[src/rtl/v_instr_queue.sv]
// v_instr_queue
// Issue queue between the scalar core and the vector coprocessor.
// OP-V instructions (opcode 7'b1010111) are buffered in a DEPTH-entry FIFO.
// Any other handshaken instruction is dropped, and a one-cycle `illegal`
// pulse is raised for it.
// Config instructions (funct3 = 3'b111) act as issue barriers: they wait for
// !cop_busy, and after they pop they force one idle issue cycle.
//
// Ports:
//   clk, rst          clock, asynchronous active-high reset
//   in_valid/in_ready/in_instr    push side (scalar core)
//   out_valid/out_ready/out_instr issue side (coprocessor op_instr_base)
//   cop_busy          coprocessor has an instruction in flight
//   flush             synchronous clear of all queued entries
//   illegal           registered pulse for a dropped non-OP-V instruction
//   count             number of valid entries
//   cfg_pending       config head held back by the barrier
module v_instr_queue #(
  parameter int DEPTH = 4,
  parameter int XLEN  = 32
) (
  input  logic                     clk,
  input  logic                     rst,
  input  logic                     in_valid,
  input  logic [XLEN-1:0]          in_instr,
  output logic                     in_ready,
  output logic                     out_valid,
  output logic [XLEN-1:0]          out_instr,
  input  logic                     out_ready,
  input  logic                     cop_busy,
  input  logic                     flush,
  output logic                     illegal,
  output logic [$clog2(DEPTH):0]   count,
  output logic                     cfg_pending
);

  localparam int AW = $clog2(DEPTH);
  localparam int CW = AW + 1;
  localparam logic [6:0] OPC_OPV  = 7'b1010111;
  localparam logic [2:0] F3_CFG   = 3'b111;

  logic [XLEN-1:0] r_mem [DEPTH];
  logic [AW-1:0]   r_wr_ptr;
  logic [AW-1:0]   r_rd_ptr;
  logic [CW-1:0]   r_count;
  logic            r_gap;
  logic            r_illegal;

  logic [XLEN-1:0] w_head;
  logic            w_head_cfg;
  logic            w_nonempty;
  logic            w_in_fire;
  logic            w_in_opv;
  logic            w_push;
  logic            w_drop;
  logic            w_pop;

  assign w_head     = r_mem[r_rd_ptr];
  assign w_head_cfg = (w_head[6:0] == OPC_OPV) && (w_head[14:12] == F3_CFG);
  assign w_nonempty = (r_count != '0);

  // Full is decided by count alone; a pop in the same cycle does not free a slot.
  assign in_ready   = (r_count != CW'(DEPTH));
  assign w_in_fire  = in_valid && in_ready;
  assign w_in_opv   = (in_instr[6:0] == OPC_OPV);
  assign w_push     = w_in_fire && w_in_opv;
  assign w_drop     = w_in_fire && !w_in_opv;

  // The barrier depends on cop_busy combinationally, so a stalled config head
  // issues in the same cycle that cop_busy drops.
  assign out_valid   = w_nonempty && !r_gap && !(w_head_cfg && cop_busy);
  assign out_instr   = out_valid ? w_head : '0;
  assign w_pop       = out_valid && out_ready;

  assign cfg_pending = w_nonempty && w_head_cfg && (cop_busy || r_gap);
  assign count       = r_count;
  assign illegal     = r_illegal;

  // Storage has no reset; its contents are qualified by count.
  always_ff @(posedge clk) begin
    if (w_push && !flush) begin
      r_mem[r_wr_ptr] <= in_instr;
    end
  end

  always_ff @(posedge clk or posedge rst) begin
    if (rst) begin
      r_wr_ptr  <= '0;
      r_rd_ptr  <= '0;
      r_count   <= '0;
      r_gap     <= 1'b0;
      r_illegal <= 1'b0;
    end else begin
      // The illegal pulse is tracked independently of flush.
      r_illegal <= w_drop;
      if (flush) begin
        r_wr_ptr <= '0;
        r_rd_ptr <= '0;
        r_count  <= '0;
        r_gap    <= 1'b0;
      end else begin
        r_gap <= w_pop && w_head_cfg;
        if (w_push) begin
          r_wr_ptr <= r_wr_ptr + 1'b1;
        end
        if (w_pop) begin
          r_rd_ptr <= r_rd_ptr + 1'b1;
        end
        case ({w_push, w_pop})
          2'b10:   r_count <= r_count + 1'b1;
          2'b01:   r_count <= r_count - 1'b1;
          default: r_count <= r_count;
        endcase
      end
    end
  end

endmodule

[config.mk]
export PLATFORM = sky130hd
export DESIGN_NAME = v_instr_queue
export DESIGN_NICKNAME = d
export VERILOG_FILES = /design/src/rtl/v_instr_queue.sv
export SDC_FILE = /design/constraint.sdc
export NUM_CORES = 1
export LEC_CHECK = 0
export BUFFER_PORTS_ARGS = -buffer_cell sky130_fd_sc_hd__buf_4
export CAP_MARGIN = 20
export CORE_ASPECT_RATIO = 0.9
export CORE_MARGIN = 1.5
export CORE_UTILIZATION = 61
export CTS_CLUSTER_DIAMETER = 200
export CTS_CLUSTER_SIZE = 28
export DETAILED_ROUTE_END_ITERATION = 10
export PLACE_DENSITY = 0.84
export SLEW_MARGIN = 20
export SYNTH_ARGS = -nofsm -noshare
export SYNTH_HDL_FRONTEND = slang
export SYNTH_SLANG_ARGS = --single-unit
[constraint.sdc]
create_clock -name clk -period 5.3 [get_ports clk]
set_clock_uncertainty 0.2 [all_clocks]
set_input_delay 0.265 -clock clk [delete_from_list [all_inputs] [get_ports clk]]
set_output_delay 0.265 -clock clk [all_outputs]
set_load 0.05 [all_outputs]
### Word level (Yosys, flattened, before mapping)

Memory sizes are Yosys's and may differ from the RTL's.
Cells that the tools add are included.

* register bits: 9
* memories: 1
* bits in writable memories: 128
* word-level logic and storage cells: 47
* bits of input ports: 38

* reductions and logical operators: 21
* equal/unequal tests: 6
* add/sub/neg operators: 4
* multiplexer cells: 10

Memory list
* r_mem: words 4, bits a word 32, read ports 1, clocked after memory_dff 0, wr ports 1, RTL line 42 `logic [XLEN-1:0] r_mem [DEPTH];`

Operators with widths (number)
* 32-bit two-way mux: 1
* 7-bit equality test, second input constant: 2
* 1-bit logical AND: 12
* 2-bit two-way mux: 4
* 3-bit one-hot mux with 2 select lines: 1
* 3-bit nonzero test: 2
* 2-bit by 1-bit adder with 2-bit output, second input constant: 2
* 1-bit logical NOT: 4
* 2-bit nonzero test: 2
* 3-bit by 1-bit adder with 3-bit output, second input constant: 1
* 3-bit equality test, second input constant: 1
* 1-bit two-way mux: 3
* 3-bit two-way mux: 1
* 3-bit != test, second input constant: 1
* 3-bit by 1-bit subtractor with 3-bit output, second input constant: 1
* 2-bit by 1-bit equality test with 1-bit output, second input constant: 1
* 2-bit equality test, second input constant: 1
* 1-bit logical OR: 1

### Logic depth before layout (Yosys ltp)

An unclocked memory read counts as a cell.

* word-level depth: 10
* depth in mapped cells: 10

### Least setup slack after synthesis

OpenSTA, ideal clock, no wires.

* path kind: register -> output
* from: register r_rd_ptr[0]
* to: output cfg_pending
* cell stages (with the launch flop): 7
* buffers on the path: 1
* arrival: 2.619 ns
* required time: 4.835 ns
* setup slack: 2.216 ns
* path through: dfrtp_1 buf_6 mux4_1 nand4b_4 nor2_1 nand2_1 nor3_1

* longest elaborated chain between the ends: 5
* elaborated cells on any way between the ends: 6
* those cells by class: eq/ne (2); reduce/logical (3); memory (1)

RTL lines
* start: declaration: RTL line 44 `logic [AW-1:0] r_rd_ptr;`
* start signal: assignment: RTL line 107 `r_rd_ptr <= r_rd_ptr + 1'b1;`
* memory 4 x 32 bit *
* 7-bit equality test / 3-bit equality test (equally long branches): RTL line 59 `assign w_head_cfg = (w_head[6:0] == OPC_OPV) && (w_head[14:12] == F3_CFG);`
* 1-bit logical AND *: RTL line 59
* 1-bit logical AND * (2 in a row): RTL line 75 `assign cfg_pending = w_nonempty && w_head_cfg && (cop_busy || r_gap);`
* end: declaration: RTL line 34 `output logic cfg_pending`

Mark *: on every way between the ends. The rest lies on a longest branch, timed or not.

### Worst setup path in the final report

* from: register r_rd_ptr[1]
* to: output out_instr[14]

* longest elaborated chain between the ends: 7
* elaborated cells on any way between the ends: 8
* those cells by class: eq/ne (2); mux (1); reduce/logical (4); memory (1)

RTL lines
* memory 4 x 32 bit *
* 7-bit equality test / 3-bit equality test (equally long branches): RTL line 59
* 1-bit logical AND: RTL line 59
* 1-bit logical AND: RTL line 71 `assign out_valid = w_nonempty && !r_gap && !(w_head_cfg && cop_busy);`
* 1-bit logical NOT: RTL line 71
* 1-bit logical AND: RTL line 71
* 32-bit two-way mux *: RTL line 72 `assign out_instr = out_valid ? w_head : '0;`
* end: declaration: RTL line 28 `output logic [XLEN-1:0] out_instr,`

Marked as above.

==> flow_summary.yaml <==
run_status:
  status: "completed"
power_and_ir_drop:
  peakVddDrop_uv: 422
  p_leak_uw: 0.00269
  finalPower_uw: 3540
  p_per_area_nw_per_um2: 489
clock_tree:
  numCtsBuffers: 17
  clk_latency_ns: 0.52
  cts-resized-gates: 0
  max-clock-path-buffers: 2
  cts_htree_levels: 4
  ctsRootBufferMaster: "clkbuf_8"
  clkTransAtPathRegs_ns: 0.06
  ctsHoldBuffers: 36
  clock-sinks: 137
  cts_setup_buffers: 0
  cts_tree: "done"
synth:
  synth.largest_area_cell: "edfxtp_1"
  synth_common_cells: "128 x edfxtp_1, 30 x and3_1, 26 x mux4_2"
  synth.avg_cell_area_um2: 19.7
  synth_seq_area_share_pct: 72.8
  synthSimpleGateAreaFrac_pct: 8.60
  synth_top_family_by_area: "multiplexers"
  synth_compound_area_share_pct: 1.63
  netlist.area_leader.share_pct: 68.8
  synth_edf_count: 128
  synthMuxAreaShare_pct: 13.7
  synthAdderAreaFrac_pct: 1.25
  netlist_area_um2: 5590
  synth.most_common_cell: "edfxtp_1"
  yosys.cell_types.count: 44
  syn_nets: 327
  synth_xor_area_share_pct: 0.157
  synthTopCellsByArea: "edfxtp_1 69%, mux4_2 10%, dfrtp_1 4.0%"
  syn_inst: 284
  ys_warn_count: 0
  synthArstFlopShare_pct: 6.57
  ys_seq_elements: 137
  synth_ff_type: "edfxtp_1"
timing:
  finalSetupViolations: 0
  tightest_slew_ns: 0.882
  slew_headroom_pct: 41.2
  hold_viol_final: 0
  final_max_slew_viol_count: 0
  finalCriticalPeriod_ns: 3.79
  rsz0062_at_grt: "false"
  finalCritPeriodShare_pct: 71.6
  fin_tns_setup_ns: 0
  fmax_mhz: 264
  setup_ws_ns: 1.51
route:
  drt_pre_antenna_iters: 5
  dr_wl_met2_um: 6210
  vias_per_cell: 6.08
  routed-wl-met3_um: 761
  wl_met1_um: 4610
  wl_um: 12000
  drcViolationCount: 0
  num_vias: 3246
  topRoutingLayerUsed: "met4"
  wl_per_cell_um: 22.5
  ant_nets: 0
  drt_iter0_drc: 256
hold_path:
  hold_class: "primary input to async pin"
layout:
  antenna_cells: 0
  drive_above_1_share_pct: 35.9
  final_nets: 445
  synthToLayoutAreaGrowth_pct: 29.6
setup_path:
  worstPathRequired_ns: 4.84
  path_class: "flop to output port"
  cp-start-kind: "flop"
  path_max_fanout: 33
  arrival_ns: 3.33
  critical_path.endpoint_type: "output port"
flow_run:
  drv_cap: 0
global_routing:
  grt_max_degree: 36
  grt.total_usage_pct: 26.7
  grt-ovfl-total: 0
  grt_pass1_vias: 3431
  antenna_found_initial: 0
  grt_pass1_wl_um: 18600
floorplanning:
  std_cell_rows: 32
  dieArea_um2: 9740
  io_pins: 77
  dieHeight_um: 93.8
  die_w_um: 104
  start_util_pct: 64.0
  core_um2: 8730
placement:
  gp_congestion: 0.839
  dp_slack_ns: 1.75
  io_buffers: 76
  dp_hpwl_um: 6350
==> metrics by stage <==
| stage | cell area, um^2 | instances | hold WS, ns | utilization (%) |
|---|---|---|---|---|
| 2_1_floorplan | 5590 | 284 | -0.107 | - |
| 3_3_place_gp | 6260 | 466 | 0.0721 | 71.7 |
| 3_5_place_dp | 6260 | 466 | 0.0700 | 71.7 |
| 4_1_cts | 7240 | 534 | 0.0776 | 83.0 |
| 5_1_grt | 7240 | 534 | 0.103 | 83.0 |
| 6_report | 7240 | 534 | 0.0886 | 83.0 |
==> metal layers <==
layer	up-vias	track usage [%]
met5	-	0
met4	0	12.5
met3	42	7.98
met2	180	44.3
met1	1617	32.9
li1	1407	-
==> cells by family after synthesis <==
kind of cell / after synthesis
simple gates: 74
fa+ha+maj: 5
buf+inv: 22
xor+xnor: 1
mux: 34
compound gates: 11
flops: 137
==> worst max-delay path, cell delays in order (launching register included) <==
cell	delay, ns
dfrtp_1	0.69
buf_4	0.41
mux4_1	0.25
and4b_1	0.28
or4b_4	0.68
and3_1	0.28
buf_4	0.20
==> flip-flops by register name (all words and copies together) (netlist names) <==
name and cells:
r_mem 128, r_gap 1, r_rd_ptr 2, illegal 1, r_wr_ptr 2, count 3
==> area by class of cell <==
| type | instances | area, um^2 |
|---|---|---|
| multi-input combinational | 125 | 1430 |
| clock buffer | 21 | 449 |
| fill | 400 | 1490 |
| clock inverter | 11 | 173 |
| tap | 119 | 149 |
| sequential | 137 | 4070 |
| inverter | 6 | 22.5 |
| timing repair buffer | 115 | 953 |
==> power breakdown <==
part	switching, uW	total [uW]	internal (uW)
Combinational	705	1090	381
Sequential	33.0	1230	1190
Clock	436	1230	790
Total	1170	3540	2370
==> final timing paths <==
path	start	to	slack [ns]	cells past startpoint
setup reg to reg	r_rd_ptr[1]	count[2]	1.67	8
setup / recovery	r_rd_ptr[1]	out_instr[14]	1.51	6
min in group clk	cop_busy	count[1]	0.13	4
hold reg to reg	r_wr_ptr[1]	r_wr_ptr[1]	0.41	2
max in group asynchronous	rst	r_rd_ptr[0]	4.50	3
hold / removal	rst	count[2]	0.09	3
==> layout by cell type (no fill, tap or decap), types with 6 or more instances in the layout <==
master and n:
and3_1 30, mux4_1 6, clkbuf_16 16, inv_1 6
dlygate4sd3_1 36, nand2_1 7, buf_4 79, mux4_2 26
edfxtp_1 128, dfrtp_1 8
Note: power is estimated with default switching activity, not from simulation.
